[src/rtl/op_pkg.sv]
// Shared definitions for the opcode fetch unit.
//   OP_W      : opcode width (matches opram dout)
//   ADDR_W    : opram address width
//   RD_LAT    : address-to-dout latency of the opram
//   BUF_DEPTH : result buffer entries (>= RD_LAT+1)
//   state_t   : fetch sequencer states
package op_pkg;

  localparam int OP_W      = 8;
  localparam int ADDR_W    = 3;
  localparam int RD_LAT    = 2;
  localparam int BUF_DEPTH = 4;

  typedef enum logic [1:0] {
    IDLE,
    RUN,
    DRAIN,
    DONE
  } state_t;

endpackage

[src/rtl/op_fetch_fifo.sv]
// Synchronous result buffer for op_fetch.
//   clk, rst     : clock, synchronous active-high reset
//   i_flush      : empty the buffer this cycle (wins over push/pop)
//   i_push       : write i_push_data
//   i_pop        : remove the head entry
//   o_pop_data   : head entry, zero while empty
//   o_empty      : no entries held
//   o_count      : number of entries held
module op_fetch_fifo #(
  parameter  int DATA_W = 11,
  parameter  int DEPTH  = 4,
  localparam int PTR_W  = (DEPTH > 1) ? $clog2(DEPTH) : 1,
  localparam int CNT_W  = $clog2(DEPTH + 1)
) (
  input  logic              clk,
  input  logic              rst,
  input  logic              i_flush,
  input  logic              i_push,
  input  logic [DATA_W-1:0] i_push_data,
  input  logic              i_pop,
  output logic [DATA_W-1:0] o_pop_data,
  output logic              o_empty,
  output logic [CNT_W-1:0]  o_count
);

  logic [DATA_W-1:0] r_mem [DEPTH];
  logic [PTR_W-1:0]  r_wr_ptr;
  logic [PTR_W-1:0]  r_rd_ptr;
  logic [CNT_W-1:0]  r_count;
  logic              w_pop_ok;
  logic              w_push_ok;

  function automatic logic [PTR_W-1:0] ptr_inc(input logic [PTR_W-1:0] p);
    return (p == PTR_W'(DEPTH - 1)) ? '0 : p + 1'b1;
  endfunction

  assign o_empty   = (r_count == '0);
  assign o_count   = r_count;
  assign w_pop_ok  = i_pop && !o_empty;
  assign w_push_ok = i_push && ((r_count != CNT_W'(DEPTH)) || w_pop_ok);
  // Head is forced to zero when empty so stale entries never leak out.
  assign o_pop_data = o_empty ? '0 : r_mem[r_rd_ptr];

  always_ff @(posedge clk) begin
    if (rst || i_flush) begin
      r_wr_ptr <= '0;
      r_rd_ptr <= '0;
      r_count  <= '0;
    end else begin
      if (w_push_ok) r_wr_ptr <= ptr_inc(r_wr_ptr);
      if (w_pop_ok)  r_rd_ptr <= ptr_inc(r_rd_ptr);
      case ({w_push_ok, w_pop_ok})
        2'b10:   r_count <= r_count + 1'b1;
        2'b01:   r_count <= r_count - 1'b1;
        default: r_count <= r_count;
      endcase
    end
  end

  always_ff @(posedge clk) begin
    if (w_push_ok && !i_flush) r_mem[r_wr_ptr] <= i_push_data;
  end

endmodule

[src/rtl/op_fetch.sv]
// Opcode fetch unit: issues reads to the opram, absorbs its read latency and
// hands opcodes to the executor over a valid/ready handshake.
//   clk, rst             : clock, synchronous active-high reset
//   start, start_addr    : begin fetching at start_addr (IDLE/DONE only)
//   halt                 : stop issuing, drain, return to IDLE
//   loop_en              : wrap after the last address instead of stopping
//   jmp_valid, jmp_target: redirect fetch, discarding in-flight/buffered ops
//   mem_addr, mem_oce    : opram address and output clock enable
//   mem_dout             : opram read data
//   op_valid, op_ready   : executor handshake
//   op_data, op_pc       : delivered opcode and its address
//   busy                 : RUN or DRAIN
module op_fetch #(
  parameter int OP_W      = op_pkg::OP_W,
  parameter int ADDR_W    = op_pkg::ADDR_W,
  parameter int RD_LAT    = op_pkg::RD_LAT,
  parameter int BUF_DEPTH = op_pkg::BUF_DEPTH
) (
  input  logic              clk,
  input  logic              rst,
  input  logic              start,
  input  logic [ADDR_W-1:0] start_addr,
  input  logic              halt,
  input  logic              loop_en,
  input  logic              jmp_valid,
  input  logic [ADDR_W-1:0] jmp_target,
  output logic [ADDR_W-1:0] mem_addr,
  output logic              mem_oce,
  input  logic [OP_W-1:0]   mem_dout,
  output logic              op_valid,
  input  logic              op_ready,
  output logic [OP_W-1:0]   op_data,
  output logic [ADDR_W-1:0] op_pc,
  output logic              busy
);

  import op_pkg::*;

  localparam int CW  = $clog2(BUF_DEPTH + RD_LAT + 1) + 1;
  localparam int FCW = $clog2(BUF_DEPTH + 1);

  state_t              r_state;
  state_t              w_state_nxt;
  logic [ADDR_W-1:0]   r_pc;
  logic [ADDR_W-1:0]   w_pc_nxt;
  logic                r_halted;
  logic                w_halted_nxt;
  logic                w_issue;
  logic                w_flush;
  logic                w_credit;
  logic                w_pop;
  logic                w_empty;
  logic [CW-1:0]       w_inflight;
  logic [FCW-1:0]      w_fifo_count;
  logic [RD_LAT-1:0]   r_tag_v;
  logic [ADDR_W-1:0]   r_tag_pc [RD_LAT];
  logic [OP_W+ADDR_W-1:0] w_head;

  assign mem_addr = r_pc;
  assign busy     = (r_state == RUN) || (r_state == DRAIN);
  assign mem_oce  = busy;
  assign op_valid = !w_empty;
  assign w_pop    = op_valid && op_ready;
  assign op_data  = w_head[ADDR_W +: OP_W];
  assign op_pc    = w_head[ADDR_W-1:0];

  always_comb begin
    w_inflight = '0;
    for (int unsigned i = 0; i < RD_LAT; i++) w_inflight = w_inflight + CW'(r_tag_v[i]);
  end

  // Every issued read already owns a buffer slot, so the buffer cannot overflow.
  assign w_credit = (w_inflight + CW'(w_fifo_count)) < CW'(BUF_DEPTH);

  always_comb begin
    w_state_nxt  = r_state;
    w_pc_nxt     = r_pc;
    w_halted_nxt = r_halted;
    w_issue      = 1'b0;
    w_flush      = 1'b0;
    case (r_state)
      IDLE, DONE: begin
        if (start) begin
          w_state_nxt  = RUN;
          w_pc_nxt     = start_addr;
          w_halted_nxt = 1'b0;
        end
      end
      RUN: begin
        if (jmp_valid) begin
          w_flush  = 1'b1;
          w_pc_nxt = jmp_target;
        end else if (halt) begin
          w_state_nxt  = DRAIN;
          w_halted_nxt = 1'b1;
        end else if (w_credit) begin
          w_issue  = 1'b1;
          w_pc_nxt = r_pc + 1'b1;
          if ((r_pc == '1) && !loop_en) w_state_nxt = DRAIN;
        end
      end
      DRAIN: begin
        if (jmp_valid) begin
          w_flush      = 1'b1;
          w_pc_nxt     = jmp_target;
          w_state_nxt  = RUN;
          w_halted_nxt = 1'b0;
        end else if ((w_inflight == '0) && w_empty) begin
          w_state_nxt = r_halted ? IDLE : DONE;
        end
      end
      default: w_state_nxt = IDLE;
    endcase
  end

  always_ff @(posedge clk) begin
    if (rst) begin
      r_state  <= IDLE;
      r_pc     <= '0;
      r_halted <= 1'b0;
    end else begin
      r_state  <= w_state_nxt;
      r_pc     <= w_pc_nxt;
      r_halted <= w_halted_nxt;
    end
  end

  // Tag pipe mirrors the opram latency; the last stage marks mem_dout as ours.
  always_ff @(posedge clk) begin
    if (rst || w_flush) begin
      r_tag_v <= '0;
    end else begin
      r_tag_v[0] <= w_issue;
      for (int unsigned i = 1; i < RD_LAT; i++) r_tag_v[i] <= r_tag_v[i-1];
    end
  end

  always_ff @(posedge clk) begin
    r_tag_pc[0] <= r_pc;
    for (int unsigned i = 1; i < RD_LAT; i++) r_tag_pc[i] <= r_tag_pc[i-1];
  end

  op_fetch_fifo #(
    .DATA_W (OP_W + ADDR_W),
    .DEPTH  (BUF_DEPTH)
  ) u_fifo (
    .clk         (clk),
    .rst         (rst),
    .i_flush     (w_flush),
    .i_push      (r_tag_v[RD_LAT-1]),
    .i_push_data ({mem_dout, r_tag_pc[RD_LAT-1]}),
    .i_pop       (w_pop),
    .o_pop_data  (w_head),
    .o_empty     (w_empty),
    .o_count     (w_fifo_count)
  );

endmodule

[config.mk]
export PLATFORM = sky130hd
export DESIGN_NAME = op_fetch
export DESIGN_NICKNAME = d
export VERILOG_FILES = /design/src/rtl/op_pkg.sv /design/src/rtl/op_fetch_fifo.sv /design/src/rtl/op_fetch.sv
export SDC_FILE = /design/constraint.sdc
export NUM_CORES = 1
export LEC_CHECK = 0
export CAP_MARGIN = 20
export CORE_MARGIN = 1
export CORE_UTILIZATION = 48
export DETAILED_ROUTE_END_ITERATION = 10
export GPL_ROUTABILITY_DRIVEN = 0
export PLACE_DENSITY = 0.73
export SETUP_SLACK_MARGIN = 0.1
export SLEW_MARGIN = 20
export SYNTH_ARGS = -nofsm -noshare
export SYNTH_HDL_FRONTEND = slang
export SYNTH_HIERARCHICAL = 1
export SYNTH_SLANG_ARGS = --single-unit
export TNS_END_PERCENT = 100
[constraint.sdc]
create_clock -name clk -period 2.1 [get_ports clk]
set_input_delay 0.315 -clock clk [delete_from_list [all_inputs] [get_ports clk]]
set_output_delay 0.315 -clock clk [all_outputs]
set_load 0.05 [all_outputs]
==> results_dict.tcl <==
set metrics [dict create \
    syn2layout_area_growth_pct 30.6 \
    final.setup.tns_ns 0 \
    final_cell_mix "edfxtp_1 (44), clkdlybuf4s50_1 (23), buf_4 (22), dfxtp_1 (18), inv_1 (16)" \
    clock_path_buffers 2 \
    rsz0062_at_grt "true" \
    initial_utilization_pct 50.0 \
    cts-htree-levels 3 \
    final-max-slew-violation-count 0 \
    grt_pass1_vias 1882 \
    fp-row-count 28 \
    drc_errors 0 \
    path_clk_slew_ns 0.07 \
    port-buffer-count 37 \
    crit_required_ns 2.32 \
    cp_data_arrival_time_ns 2.21 \
    slew_headroom_pct 66.7 \
    wl_mm 5.31 \
    hold_path_class "reg2reg" \
    cts_buffers 9 \
    vias 1889 \
    async_flop_share_pct 0 \
    irDropWorstVdd_mv 0.696 \
    period_minus_slack_ns 1.99 \
    fp.coreArea_um2 5960 \
    yosysSeqAreaShare_pct 59.9 \
    first_iter_violations 68 \
    synth_nets 249 \
    ys_seq_elements 67 \
    cp-end-kind "flip-flop" \
    yosysUniqueCellTypes 45 \
    cts_tree "yes" \
    max_slew.worst_pin.slew_ns 0.498 \
    die_x_um 80.8 \
    p_per_area_nw_per_um2 847 \
    skew_ns 0.00965 \
    drt-vias-per-instance 5.31 \
    netlist_area_um2 2980 \
    numClockSinks 67 \
    cts-root-buf "clkbuf_8" \
    total_power_mw 3.29 \
    grt_util_all_layers_pct 18.0 \
    final-hold-violation-count 0 \
    final_common_cell "edfxtp_1" \
    syn_avg_cell_area_um2 13.8 \
    drtAntennaViolNets 0 \
    synth_edf_count 44 \
    antenna_found_initial 0 \
    grt_pass1_wl_mm 8.49 \
    dpl.hpwl_mm 3.72 \
    grt_start_max_net_pins 14 \
    final_layout_size_suffix_gt1_share_pct 31.0 \
    drv_cap 0 \
    globalRouteOverflowTotal 0 \
    yosysWarnings 6 \
    final_nets 310 \
    firstDrtPassIters 4 \
    syn-instance-count 215 \
    path_max_fanout 3 \
    dieHeight_um 80.8 \
    clk_latency_ns 0.33 \
    fin_crit_sh_pct 94.8 \
    p_leak_nw 1.41 \
    ys.flop_type "edfxtp_1" \
    setup_viol 0 \
    diodes 0 \
    worstSetupPathType "reg2reg" \
    start_kind "flip-flop" \
    fmax_mhz 503 \
    outcome "completed" \
    dieArea_um2 6520 \
    io_pins 38 \
    routedWlPerCell_um 14.9 \
]
synthesized netlist by cell type, types with 6 or more instances:
library cell  count  area (µm²)
a21oi_1           9        45.0
mux4_2           11         248
o21ai_0           7        35.0
nor2_1            7        26.3
ha_1             12         150
dfxtp_1          23         460
nand2_1           6        22.5
nor2b_1          14        87.6
edfxtp_1         44        1320
inv_1            16        60.1
what timing repair did:
action | in CTS | in global routing
endpoints found under the hold margin | 0 | 0
buffers inserted | 2 | 1
pin swaps | 3 | 4
gates cloned | 0 | 1
setup endpoints to repair | 57 | 60
resized for setup | 12 | 24
hold buffers | 0 | 0
cells by family after synthesis:
logic type	after synthesis	share of synthesized area, %
DFF	67	59.9
AOI/OAI and AO/OA	36	8.24
buffers and inverters	28	4.71
and+or+nand+nor	53	10.9
muxes	16	10.0
xor gates and xnor gates	2	0.589
adders and majority gates	13	5.72
per-layer routing:
| metal | part of all wire [%] | track usage [%] | vias to the layer above |
|---|---|---|---|
| li1 | - | - | 919 |
| met1 | 43 | 21.2 | 919 |
| met2 | 52 | 31.2 | 43 |
| met3 | 3.4 | 3.15 | 8 |
| met4 | 1.6 | 10.2 | 0 |
| met5 | 0 | 0 | - |
final timing paths:
kind	start	end	cells past startpoint	slack, ns
setup / recovery	r_tag_v[1]	mem_addr[0]	7	0.11
hold / removal	r_tag_pc[0][1]	r_tag_pc[0][4]	0	0.33
setup reg to reg	r_tag_v[1]	mem_addr[0]	7	0.11
hold reg to reg	r_tag_pc[0][1]	r_tag_pc[0][4]	0	0.33
sequential cells by signal, indices dropped and copies added, names as in the netlist, named ones only:
register         count
mem_addr             3
r_halted             1
r_state              2
r_tag_pc             6
r_tag_v              2
u_fifo/o_count       3
u_fifo/r_mem        44
u_fifo/r_rd_ptr      2
u_fifo/r_wr_ptr      2
layout make-up:
type,count,area (µm²)
well taps,75,93.8
inverters,17,66.3
multi-input cells,120,1130
flip-flops and latches,67,1790
clock buffers,10,128
repair buffers,61,616
fillers,464,2070
clock inverters,6,67.6
power breakdown:
| part | internal [mW] | switching [mW] | leakage (nW) |
|---|---|---|---|
| registers | 1.52 | 0.0647 | 0.588 |
| logic | 0.310 | 0.383 | 0.726 |
| clock network | 0.550 | 0.466 | 0.0925 |
| total | 2.38 | 0.914 | 1.41 |
through the flow:
stage	hold WS, ns	utilization (%)	area, µm²	instances	worst slack (ns)
floorplan	0.310	-	2990	215	0.0987
global placement	0.311	59.0	3510	336	0.0261
detailed placement	0.315	59.0	3510	336	0.0496
CTS	0.331	63.3	3770	354	0.0633
global route	0.338	65.3	3890	356	0.0369
finish	0.329	65.3	3890	356	0.110
critical path, cell delays in order, from the launching register on:
cell	delay, ns
dfxtp_2	0.34
inv_1	0.04
ha_1	0.28
a311o_1	0.35
buf_4	0.15
o211ai_1	0.24
nand2_1	0.14
o41ai_1	0.35
Note: power is estimated with default switching activity, not from simulation.
